**src/rtl/detector_seq_pkg.sv**
```systemverilog
// Shared types and default sizing for the sequence-detector sequencing controller.
package detector_seq_pkg;

  typedef enum logic [1:0] {
    StIdle,
    StLoad,
    StShift,
    StDone
  } state_e;

  localparam int unsigned DefDiv  = 4;
  localparam int unsigned DefPatW = 8;
  localparam int unsigned DefCntW = 4;

endpackage

```
**src/rtl/tick_gen.sv**
```systemverilog
// Divide-by-DIV enable generator: a one-clk tick every DIV enabled cycles, no derived clock.
module tick_gen #(
  parameter int unsigned DIV = 4
) (
  input  logic clk,
  input  logic rst,
  input  logic en,
  input  logic clr,
  output logic tick
);

  localparam int unsigned CntW = (DIV > 2) ? $clog2(DIV) : 1;
  localparam logic [CntW-1:0] Last = CntW'(DIV - 1);

  logic [CntW-1:0] cnt_q, cnt_d;

  always_comb begin
    cnt_d = cnt_q;
    if (clr) begin
      cnt_d = '0;
    end else if (en) begin
      cnt_d = (cnt_q == Last) ? '0 : cnt_q + CntW'(1);
    end
  end

  always_ff @(posedge clk) begin
    if (!rst) begin
      cnt_q <= '0;
    end else begin
      cnt_q <= cnt_d;
    end
  end

  assign tick = en && (cnt_q == Last);

endmodule

```
**src/rtl/detector_seq_ctrl.sv**
```systemverilog
// Sequencing controller: clears the detector, shifts a latched pattern into it one bit per
// divided tick, counts detector hits and pulses done at the end of the run.
module detector_seq_ctrl
  import detector_seq_pkg::*;
#(
  parameter int unsigned DIV   = DefDiv,
  parameter int unsigned PAT_W = DefPatW,
  parameter int unsigned CNT_W = DefCntW
) (
  input  logic             clk,
  input  logic             rst,
  input  logic             start,
  input  logic [PAT_W-1:0] pattern,
  input  logic             det_y,
  output logic             tick,
  output logic             x,
  output logic             det_clr,
  output logic             busy,
  output logic             done,
  output logic [CNT_W-1:0] det_count
);

  localparam int unsigned IdxW = $clog2(PAT_W + 1);
  localparam logic [IdxW-1:0] IdxLast = IdxW'(PAT_W - 1);
  localparam logic [CNT_W-1:0] CntMax = '1;

  state_e           state_q, state_d;
  logic [PAT_W-1:0] sr_q, sr_d;
  logic [IdxW-1:0]  idx_q, idx_d;
  logic [CNT_W-1:0] cnt_q, cnt_d;
  logic             div_en, div_clr, tick_int;

  assign div_en  = (state_q == StShift);
  assign div_clr = (state_q == StLoad);

  tick_gen #(
    .DIV(DIV)
  ) u_tick_gen (
    .clk (clk),
    .rst (rst),
    .en  (div_en),
    .clr (div_clr),
    .tick(tick_int)
  );

  always_comb begin
    state_d = state_q;
    sr_d    = sr_q;
    idx_d   = idx_q;
    cnt_d   = cnt_q;
    unique case (state_q)
      StIdle: begin
        if (start) begin
          state_d = StLoad;
          sr_d    = pattern;
          idx_d   = '0;
          cnt_d   = '0;
        end
      end
      StLoad: state_d = StShift;
      StShift: begin
        if (tick_int) begin
          // det_y is the Mealy output for the bit currently on x.
          if (det_y && (cnt_q != CntMax)) begin
            cnt_d = cnt_q + CNT_W'(1);
          end
          sr_d  = sr_q << 1;
          idx_d = idx_q + IdxW'(1);
          if (idx_q == IdxLast) begin
            state_d = StDone;
          end
        end
      end
      StDone:  state_d = StIdle;
      default: state_d = StIdle;
    endcase
  end

  always_ff @(posedge clk) begin
    if (!rst) begin
      state_q <= StIdle;
      sr_q    <= '0;
      idx_q   <= '0;
      cnt_q   <= '0;
    end else begin
      state_q <= state_d;
      sr_q    <= sr_d;
      idx_q   <= idx_d;
      cnt_q   <= cnt_d;
    end
  end

  assign tick      = tick_int;
  assign det_clr   = div_clr;
  assign busy      = (state_q == StLoad) || (state_q == StShift);
  assign done      = (state_q == StDone);
  assign x         = busy ? sr_q[PAT_W-1] : 1'b0;
  assign det_count = cnt_q;

endmodule

```
**config.mk**
```make
export PLATFORM = sky130hd
export DESIGN_NAME = detector_seq_ctrl
export DESIGN_NICKNAME = d
export VERILOG_FILES = /design/src/rtl/detector_seq_pkg.sv /design/src/rtl/tick_gen.sv /design/src/rtl/detector_seq_ctrl.sv
export SDC_FILE = /design/constraint.sdc
export NUM_CORES = 1
export LEC_CHECK = 0
export CORE_UTILIZATION = 45
export CTS_BUF_LIST = sky130_fd_sc_hd__clkbuf_2
export DETAILED_ROUTE_END_ITERATION = 10
export PLACE_DENSITY = 0.71
export SETUP_SLACK_MARGIN = 0.1
export SYNTH_ARGS = -nofsm -noshare
export SYNTH_HDL_FRONTEND = slang
export SYNTH_SLANG_ARGS = --single-unit
```
**constraint.sdc**
```tcl
create_clock -name clk -period 1.5 [get_ports clk]
set_input_delay 0.3 -clock clk [delete_from_list [all_inputs] [get_ports clk]]
set_output_delay 0.3 -clock clk [all_outputs]
set_load 0.005 [all_outputs]
```
==> metrics.md <==
| Metric | Value |
|---|---|
| Antenna Nets Post-Route | 0 |
| Relative slew margins | 80.3% |
| Setup crit end | det_count[3] |
| First-pass GRT wire length | 5620 um |
| Fin area | 0.00193 sq mm |
| Root Buffer | clkbuf_2 |
| CP max stage delay | 0.52 ns |
| Cells after DPL | 187 |
| Failing checks | negative setup slack |
| CTS Buf Count | 3 |
| Area growth syn-to-layout | 64.7% |
| Power share of the combinational group | 64.5% |
| Clk_lat worst skew | 0.35 ns |
| Post-DP HPWL | 2090 um |
| Synthesized area | 0.00117 sq mm |
| Crit path buffers/inverters | 2 |
| Sequential share of power | 26.8% |
| Post-synth net total | 147 |
| FF-to-FF End | det_count[3] |
| Final cell count without fillers | 206 |
| Area share of the largest cell type after synthesis | 34.2% |
| Worst r2r src | state_q[1] |
| Fmax | 586 MHz |
| Met1 Track Usage GR | 30.0% |
| Leakage | 0.859 nW |
| Syn Inst Count | 127 |
| Flops & latches, synth | 20 |
| Slew @ Worst Pin | 0.290 ns |
| Post-synth EDFFs | 0 |
| Crit path cell chain | buf_6, buf_6, ha_4, a21boi_4, or4_1, a31oi_1 |
| Initial antenna violation count | 0 |
| Worst Slack Setup Final | -0.205 ns |
| Sw frac | 37.3% |
| Final wirelength | 3760 um |
| Clock share of power | 8.7% |
| Period Utilization, post-route | 114% |
| Antenna cells | 0 |
| DRC violations left | 0 |
| Share of layout cells above drive strength 1 | 43.8% |
| Largest net degree at the start of global routing | 13 |
| Yosys warning total | 0 |
| FFs w/ async S/R, synth | 0% |
| Die area | 0.00281 sq mm |
| Routed vias | 1205 |
| Row Count | 18 |
| Crit-path most repeated cell | buf_6 |
| Top cells by area, synth | dfxtp_1, mux2i_1, ha_1 |
| M2 GR Usage | 55.5% |
| Area after DPL | 0.00156 sq mm |
| Max Cap Violations | 0 |
| Kind of critical path | reg -> reg |
| Synth cell types | 34 |
| Min-delay src | sr_q[5] |
| Crit path max-delay family | simple AND/OR/NAND/NOR gates |
| Critical Path RT | 1.77 ns |
| Fin crit period | 1.71 ns |
| TritonRoute pass-1 iters | 4 |
| Clock sink count | 20 |
| Outcome | complete, but fails checks |
| DR iter-0 viols | 22 |
| Final GP Congestion | 0.732 |
| Vias in the first global route | 1208 |
| Sequential share of the synthesized area | 34.2% |
| Synth Area per Inst | 9.23 sq um |
| Most Crowded Layer GR | met2 |
| Die height | 53.0 um |
| Hold buffer count at CTS | 0 |
| Count of final setup violators | 21 |
| IO buf count | 20 |
| Main flop type after synthesis | dfxtp_1 |
| Int Pwr | 1.69 mW |
| Layout Skew | 0.0233 ns |
| PwrDens | 1390 mW/mm^2 |
| Psw | 1.00 mW |
| Worst-path fanout max | 3 |
| # H-tree levels | 1 |
| Synth area leader | dfxtp_1 |
| Power Total | 2.69 mW |
| RSZ-0062 raised after global routing | true |
| Clock transition at path regs | 0.20 ns |
| All-Layer GR Usage | 28.6% |
| Min-Delay Path Class | reg -> reg |
| Io pins | 21 |
| WL/cell | 18.3 um |
| Worst Path Arrival | 1.97 ns |
| CTS tree | built |
| Maximum vdd drop | 0.00110 V |
| Final Max Tran Viols | 0 |
| Met3 Track Usage GR | 3.45% |
| Via/cell ratio | 5.85 |
| CP max stage cell | or4_1 |
| Critical path depth | 6 |
| Final Hold Slack | 0.527 ns |
| Core Box Area | 0.00248 sq mm |
| Worst reg2reg path depth | 6 |
| Setup crit start kind | flip-flop |
| Largest buffer count on any clock path | 2 |
| Worst Setup SP | state_q[1] |
| Die Wd | 53.0 um |
| Final Hold Fails | 0 |
| Setup slack, reg-to-reg | -0.21 ns |
| Worst Setup End Kind | flip-flop |
| GRT overflow | 0 |
| Post-layout net count | 197 |
| Initial Util | 47.3% |
## layout make-up
cell class                 count  area, sq um
tap                           30         37.5
clock inverter                 1         3.75
inverter                       3         16.3
fill                         167          547
multi-input combinational     94          910
clock buffer                   3         15.0
timing repair buffer          55          537
sequential                    20          412
## cell usage after synthesis, types with 4 or more instances
| library cell | n |
|---|---|
| o211a_1 | 8 |
| nor2b_1 | 4 |
| mux2i_1 | 14 |
| nand3b_1 | 4 |
| dfxtp_1 | 20 |
| clkbuf_1 | 4 |
| nand3_1 | 15 |
| ha_1 | 8 |
| buf_2 | 5 |
| nand2_1 | 8 |
| nand2b_1 | 4 |
## sequential cells by signal, summed over array words and instances (netlist names)
signal	cells
sr_q	8
u_tick_gen.cnt_q	2
det_count	4
state_q	2
idx_q	4
## cell usage in the layout (no fill, tap or decap), types with 5 or more instances in the layout
cell / n
dfxtp_2: 6
nand2_1: 8
clkdlybuf4s50_1: 12
buf_4: 19
o211a_1: 8
mux2i_1: 13
ha_4: 5
nand3_1: 13
buf_6: 16
dfxtp_1: 13
## through the flow
stage,setup TNS [ns],setup slack (ns),util (%)
2_1_floorplan,-0.306,-0.0392,-
3_3_place_gp,-2.39,-0.185,63.0
3_5_place_dp,-3.12,-0.241,63.0
4_1_cts,-1.88,-0.195,76.0
5_1_grt,-3.00,-0.234,77.9
6_report,-2.06,-0.205,77.9
## metal layers
layer	wire length [um]	vias up
met5	0	-
met4	129	0
met3	156	14
met2	2000	45
met1	1470	589
li1	-	557
## worst min path at each step
stage,end,cells after the start
CTS,sr_q[2],1
detailed placement,sr_q[2],1
finish,sr_q[5],1
floorplan,idx_q[3],2
global route,sr_q[5],1
global placement,idx_q[3],2
## power groups by stage
stage               Sequential (mW)  Clock, mW  Combinational (mW)
global placement              0.716          0                1.09
detailed placement            0.724          0                1.13
floorplan                     0.716          0               0.726
finish                        0.721      0.234                1.73
CTS                           0.705      0.229                1.57
global route                  0.729      0.261                1.82
## kinds of logic after synthesis
kind of cell / count (synthesis) / synth area share, %
flops: 20 / 34.2
simple gates: 48 / 22.6
buf+inv: 13 / 5.34
fa+ha+maj: 8 / 8.54
mux: 16 / 14.1
compound gates: 22 / 15.3
## what timing repair did
| item | CTS | global route |
|---|---|---|
| buffers inserted | 16 | 0 |
| endpoints found under the hold margin | 0 | 0 |
| pin swaps | 14 | 16 |
| endpoints found under the setup margin | 26 | 24 |
| gates resized for setup | 65 | 18 |
| gates cloned | 2 | 0 |
## worst register-to-register path, delay by kind of cell (launching register included)
family          cells  cell delay, ns
fa+ha+maj           1            0.16
compound gates      2            0.32
buf+inv             2            0.22
simple gates        1            0.52
flops               1            0.40
Power figures use the tool's default switching activity.
